<file path="src/rtl/sha256_pkg.sv">
// sha256_pkg: shared state encoding, block geometry and last-word padding helpers for the SHA-256 stream controller
package sha256_pkg;

    typedef enum logic [2:0] {IDLE, FILL, PAD, LEN, ISSUE, WAIT, DONE} state_t;

    localparam int BLOCK_WORDS = 16;
    localparam int LEN_WORD_IDX = 14;
    localparam logic [31:0] PAD_MARKER = 32'h8000_0000;

    // keeps the k MSB-aligned message bytes of a final word; k=0 means all four
    function automatic logic [31:0] byte_mask(input logic [1:0] k);
        return k == 2'd0 ? 32'hFFFF_FFFF : ~(32'hFFFF_FFFF >> {k, 3'b000});
    endfunction

    function automatic logic [31:0] pad_last_word(input logic [31:0] data, input logic [1:0] k);
        return k == 2'd0 ? data : (data & byte_mask(k)) | (PAD_MARKER >> {k, 3'b000});
    endfunction

endpackage

</file>
<file path="src/rtl/sha256_block_buf.sv">
// sha256_block_buf: 16x32 message block register file with indexed write, length-field write and clear
module sha256_block_buf
    import sha256_pkg::*;
(
    input  logic         clk,
    input  logic         reset_n,
    input  logic         clr,
    input  logic         wr_en,
    input  logic [3:0]   wr_idx,
    input  logic [31:0]  wr_data,
    input  logic         len_en,
    input  logic [63:0]  len_data,
    output logic [511:0] block
);

    logic [31:0] mem [BLOCK_WORDS];

    always_ff @(posedge clk or negedge reset_n) begin
        if (!reset_n) begin
            for (int j = 0; j < BLOCK_WORDS; j++) mem[j] <= '0;
        end else if (clr) begin
            for (int j = 0; j < BLOCK_WORDS; j++) mem[j] <= '0;
        end else begin
            if (wr_en) mem[wr_idx] <= wr_data;
            if (len_en) begin
                mem[LEN_WORD_IDX]     <= len_data[63:32];
                mem[LEN_WORD_IDX + 1] <= len_data[31:0];
            end
        end
    end

    genvar i;
    for (i = 0; i < BLOCK_WORDS; i++) begin : g_word
        assign block[511 - 32 * i -: 32] = mem[i];
    end

endmodule

</file>
<file path="src/rtl/sha256_stream_ctrl.sv">
// sha256_stream_ctrl: word-stream front end that pads a message into 512-bit blocks and sequences sha256_core
module sha256_stream_ctrl
    import sha256_pkg::*;
#(
    parameter int LEN_W   = 64,
    parameter int HOLDOFF = 1
) (
    input  logic         clk,
    input  logic         reset_n,
    input  logic         mode,
    input  logic         in_valid,
    output logic         in_ready,
    input  logic [31:0]  in_data,
    input  logic         in_last,
    input  logic [1:0]   in_last_bytes,
    input  logic         empty_req,
    output logic         core_init,
    output logic         core_next,
    output logic         core_mode,
    output logic [511:0] core_block,
    input  logic         core_ready,
    input  logic [255:0] core_digest,
    input  logic         core_digest_valid,
    output logic [255:0] digest_out,
    output logic         digest_out_valid,
    input  logic         digest_out_ready,
    output logic         busy
);

    state_t           state, state_nx, fill_nx;
    logic [3:0]       idx;
    logic [LEN_W-1:0] byte_cnt, bit_len;
    logic [7:0]       hold_cnt;
    logic             mode_r, first_blk, final_r, pad_pending, marker_pending;
    logic             acc, empty_go, wait_done, last_short;
    logic [2:0]       acc_bytes;
    logic             buf_wr, buf_len_wr, buf_clr;
    logic [3:0]       buf_idx;
    logic [31:0]      buf_data;

    assign empty_go   = state == IDLE && empty_req;
    assign acc        = in_ready && in_valid && !empty_go;
    assign last_short = in_last && in_last_bytes != 2'd0;
    assign acc_bytes  = last_short ? {1'b0, in_last_bytes} : 3'd4;
    assign wait_done  = hold_cnt == 8'd0 && core_ready && (!final_r || core_digest_valid);
    assign bit_len    = byte_cnt << 3;
    assign core_mode  = mode_r;

    // a short last word already carries the marker, so with it at word 13 the length fits directly
    assign fill_nx = idx == 4'd15 ? ISSUE :
                     !in_last ? FILL :
                     (last_short && idx == 4'd13) ? LEN : PAD;

    always_ff @(posedge clk or negedge reset_n) begin
        if (!reset_n) state <= IDLE;
        else          state <= state_nx;
    end

    always_comb begin
        state_nx = state;
        case (state)
            IDLE:    state_nx = empty_go ? PAD : acc ? fill_nx : IDLE;
            FILL:    state_nx = acc ? fill_nx : FILL;
            PAD:     state_nx = idx == 4'd13 ? LEN : idx == 4'd15 ? ISSUE : PAD;
            LEN:     state_nx = ISSUE;
            ISSUE:   state_nx = WAIT;
            WAIT:    state_nx = !wait_done ? WAIT : final_r ? DONE : pad_pending ? PAD : FILL;
            DONE:    state_nx = digest_out_ready ? IDLE : DONE;
            default: state_nx = IDLE;
        endcase
    end

    always_comb begin
        in_ready         = reset_n && (state == IDLE || state == FILL);
        core_init        = state == ISSUE && first_blk;
        core_next        = state == ISSUE && !first_blk;
        digest_out_valid = state == DONE;
        busy             = state != IDLE;
        buf_wr           = acc || empty_go || state == PAD;
        buf_len_wr       = state == LEN;
        buf_clr          = state == DONE && digest_out_ready;
        buf_idx          = state == IDLE ? 4'd0 : idx;
        buf_data         = (empty_go || (state == PAD && marker_pending)) ? PAD_MARKER :
                           state == PAD ? 32'd0 :
                           in_last ? pad_last_word(in_data, in_last_bytes) : in_data;
    end

    always_ff @(posedge clk or negedge reset_n) begin
        if (!reset_n) begin
            idx            <= '0;
            byte_cnt       <= '0;
            hold_cnt       <= '0;
            mode_r         <= 1'b0;
            first_blk      <= 1'b0;
            final_r        <= 1'b0;
            pad_pending    <= 1'b0;
            marker_pending <= 1'b0;
            digest_out     <= '0;
        end else begin
            if (empty_go) begin
                idx            <= 4'd1;
                byte_cnt       <= '0;
                mode_r         <= mode;
                first_blk      <= 1'b1;
                final_r        <= 1'b0;
                pad_pending    <= 1'b0;
                marker_pending <= 1'b0;
            end
            if (acc) begin
                idx            <= idx + 4'd1;
                byte_cnt       <= state == IDLE ? LEN_W'(acc_bytes) : byte_cnt + LEN_W'(acc_bytes);
                marker_pending <= in_last && !last_short;
                pad_pending    <= in_last && idx == 4'd15;
                if (state == IDLE) begin
                    mode_r    <= mode;
                    first_blk <= 1'b1;
                    final_r   <= 1'b0;
                end
            end
            // running past word 15 while padding means the length needs a block of its own
            if (state == PAD) begin
                idx            <= idx + 4'd1;
                marker_pending <= 1'b0;
                if (idx == 4'd15) pad_pending <= 1'b1;
            end
            if (state == LEN) final_r <= 1'b1;
            if (state == ISSUE) begin
                first_blk <= 1'b0;
                hold_cnt  <= 8'(HOLDOFF);
            end
            if (state == WAIT && hold_cnt != 8'd0) hold_cnt <= hold_cnt - 8'd1;
            if (state == WAIT && wait_done) begin
                idx         <= '0;
                pad_pending <= 1'b0;
                if (final_r) digest_out <= core_digest;
            end
            if (state == DONE && digest_out_ready) idx <= '0;
        end
    end

    sha256_block_buf u_buf (
        .clk      (clk),
        .reset_n  (reset_n),
        .clr      (buf_clr),
        .wr_en    (buf_wr),
        .wr_idx   (buf_idx),
        .wr_data  (buf_data),
        .len_en   (buf_len_wr),
        .len_data (64'(bit_len)),
        .block    (core_block)
    );

endmodule
</file>
<file path="config.mk">
export PLATFORM = sky130hd
export DESIGN_NAME = sha256_stream_ctrl
export DESIGN_NICKNAME = d
export VERILOG_FILES = /design/src/rtl/sha256_pkg.sv /design/src/rtl/sha256_block_buf.sv /design/src/rtl/sha256_stream_ctrl.sv
export SDC_FILE = /design/constraint.sdc
export NUM_CORES = 1
export LEC_CHECK = 0
export ABC_AREA = 1
export BUFFER_PORTS_ARGS = -buffer_cell sky130_fd_sc_hd__buf_2
export CAP_MARGIN = 30
export CORE_AREA = 2 2 414 416
export DETAILED_ROUTE_END_ITERATION = 8
export DIE_AREA = 0 0 416 418
export PLACE_DENSITY = 0.44
export SYNTH_ARGS = -nofsm -noshare
export SYNTH_HDL_FRONTEND = slang
export SYNTH_SLANG_ARGS = --single-unit
</file>
<file path="constraint.sdc">
create_clock -name clk -period 2.34 [get_ports clk]
set_input_delay 0.585 -clock clk [delete_from_list [all_inputs] [get_ports clk]]
set_output_delay 0.585 -clock clk [all_outputs]
set_load 0.05 [all_outputs]
</file>
==> results.py <==
metrics = {
    "run_status": {
        "status": "finished, violations left",
        "violations": "setup timing",
    },
    "critical_path": {
        "worstPathArrival_ns": 1.80,
        "start_kind": "register",
        "rrSetupSlack_ns": 0.08,
        "r2r_cells": 11,
        "r2r-end": "u_buf.block[365]",
        "critPathRequiredTime_ns": 1.75,
        "r2r-start": "state[1]",
        "cp_max_fo": 3,
        "path_class": "reg -> out",
        "crit_path_end_kind": "output pin",
    },
    "die": {
        "fp-row-count": 151,
        "die_w_um": 416,
        "ios": 1073,
        "coreArea_um2": 169000,
        "die_h_um": 418,
        "die_area_um2": 174000,
        "initial_core_util_pct": 21.0,
    },
    "placed_design": {
        "place_ws_ns": -0.348,
        "place_congestion": 0.913,
        "portBuffers": 1072,
        "dp.cells": 7362,
        "hpwl_mm": 145,
    },
    "clock_tree": {
        "htree_levels": 3,
        "clkSlewWorstSetupHoldPaths_ns": 0.06,
        "cts_root_buf": "clkbuf_16",
        "insertion_delay_ns": 0.75,
        "ctsLongestPathBuffers": 3,
        "clock-sinks": 849,
        "cts_tree": "done",
        "numCtsBuffers": 100,
    },
    "sta": {
        "final-setup-viol-count": 2,
        "tightestPinTransition_ns": 1.14,
        "rsz0062_at_grt": "yes",
        "fmax_mhz": 419,
        "slew_headroom_pct": 23.8,
        "slew_violations": 0,
        "hold_viol": 0,
        "clock_skew_ns": 0.0351,
        "period_share_pct": 102,
        "period_minus_slack_ns": 2.39,
        "fin_ws_ns": -0.0454,
    },
    "synthesis": {
        "netlist_area_um2": 35500,
        "avgSynthCellArea_um2": 8.75,
        "synth_warnings": 0,
        "netlist.top_cell.by_area": "dfrtp_1",
        "synth_most_common_cell": "nand2_1",
        "synth_nets": 4363,
        "syn-instance-count": 4053,
        "seq_area_frac_synth_pct": 59.9,
        "synth_area_leaders": "dfrtp_1 60%, nand2_1 13%, o21ai_0 10%, nand3_1 4.9%, nor2_1 2.3%",
        "synth.top_cells.by_count": "1236 x nand2_1, 849 x dfrtp_1, 714 x o21ai_0",
        "synth_flop_cell": "dfrtp_1",
        "ys_ff_latch": 849,
        "async_flop_share_pct": 100,
        "synth_top_area_share_pct": 59.9,
        "ys_types": 41,
        "synth_edf_count": 0,
    },
    "hold_path": {
        "hold_depth": 3,
        "min_to": "digest_out[156]",
        "holdCritStartpoint": "core_digest[156]",
        "hp-class": "in -> reg",
    },
    "grt": {
        "grt_usage_pct": 21.3,
        "gr-total-overflow": 0,
        "grt_max_degree": 173,
        "grt_pass1_vias": 35300,
        "grt_pass1_wl_mm": 266,
        "antenna_found_initial": 56,
    },
    "drt": {
        "drtIter0Drc": 2678,
        "drc": 0,
        "drt-total-wl_mm": 194,
        "first_pass_iters": 5,
        "num_vias": 35300,
        "drtAntennaViolNets": 0,
        "viasPerCell": 4.52,
        "wl_per_cell_um": 24.9,
    },
    "finish": {
        "final_nets": 5787,
        "fillers": 18200,
        "drive_above_1_share_pct": 29.5,
        "instances_no_fill": 7801,
        "area_growth_pct": 46.6,
    },
    "power": {
        "ir_drop_mv": 0.670,
        "leakage_nw": 26.9,
        "p_per_area_nw_per_um2": 1260,
    },
    "run": {
        "drv_cap": 0,
    },
}
-- power breakdown --
part	total (mW)	internal (mW)	switching, mW
clock network	16.1	9.33	6.80
registers	19.9	18.0	1.90
logic	29.3	6.77	22.5
-- cells in the final DEF (no fill, tap or decap), types with 28 or more instances in the layout --
cell	synthesis	layout
buf_12	0	94
o21ai_0	714	711
dfrtp_1	849	849
buf_2	110	1066
buf_4	5	197
o21ai_1	106	108
clkbuf_16	0	110
nor2_1	213	187
a21oi_1	30	28
dlygate4sd3_1	0	202
diode_2	0	29
nand4_1	39	39
nand3_1	349	343
nand2_1	1236	1224
clkbuf_1	144	28
inv_1	124	119
-- worst max path at each step --
stage                           startpoint           end  cells after the start
after floorplan           in_last_bytes[1]  byte_cnt[36]                     15
after global placement    in_last_bytes[0]  byte_cnt[31]                     16
after detailed placement  in_last_bytes[0]  byte_cnt[10]                     16
after CTS                         state[0]          busy                      5
after global routing              state[1]          busy                      5
final                             state[1]          busy                      5
-- per-layer routing --
layer / global-route usage (%) / vias to the layer above / share of wire (%)
li1: - / 16300 / -
met1: 23.0 / 17200 / 37
met2: 36.2 / 1297 / 49
met3: 5.52 / 420 / 6.6
met4: 15.6 / 36 / 7.9
met5: 0 / - / 0.099
-- metrics by stage --
| step | power (mW) | instance area (µm²) | hold slack (ns) | TNS [ns] | utilization [%] |
|---|---|---|---|---|---|
| after global placement | 48.8 | 45900 | 0.458 | -19.30 | 27.1 |
| after global routing | 68.1 | 51900 | 0.0563 | -0.408 | 30.7 |
| final | 65.3 | 52000 | 0.0773 | -0.0778 | 30.7 |
| after detailed placement | 48.9 | 45900 | 0.461 | -25.37 | 27.1 |
| after CTS | 65.8 | 51300 | 0.000313 | -0.628 | 30.4 |
| after floorplan | 37.0 | 35500 | 0.289 | -0.145 | - |
-- flip-flops by register name, summed over array words and instances, names as in the netlist --
register and flops:
byte_cnt 61, core_mode 1, digest_out 256, final_r 1
first_blk 1, hold_cnt 8, idx 4, marker_pending 1
pad_pending 1, state 3, u_buf.block 512
-- critical path, stage by stage (launching register included) --
cell and delay (ns):
dfrtp_1 0.42, nor2_4 0.16, nand2_2 0.07, buf_6 0.13, buf_12 0.14, buf_12 0.14
-- layout make-up --
class | instances | area, µm² | share of cell area (%)
inverter | 144 | 551 | 1.06
clock buffer | 149 | 2900 | 5.57
timing repair buffer | 1586 | 11200 | 21.6
clock inverter | 30 | 420 | 0.809
tap | 2218 | 2780 | 5.34
antenna | 29 | 72.6 | 0.140
sequential | 849 | 21200 | 40.9
multi-input combinational | 2796 | 12800 | 24.6
-- cell families (layout without fill, tap and decap cells) --
family	after synthesis	count (layout)	share of synthesized area, %
mux	1	1	0.0318
fa+ha+maj	11	11	0.409
simple gates	1883	1884	21.8
compound gates	894	894	12.9
buf+inv	409	1909	4.78
other cells	0	29	0
xor+xnor	6	6	0.148
flops	849	849	59.9
-- timing repair --
| item | in CTS | in global routing |
|---|---|---|
| gates resized for setup | 27 | 52 |
| pin swaps | 2 | 6 |
| setup endpoints to repair | 45 | 297 |
| hold buffers | 202 | 0 |
| cloned | 0 | 11 |
| hold endpoints to repair | 316 | 0 |
| setup buffers | 5 | 14 |
Note: power is estimated with default switching activity, not from simulation.
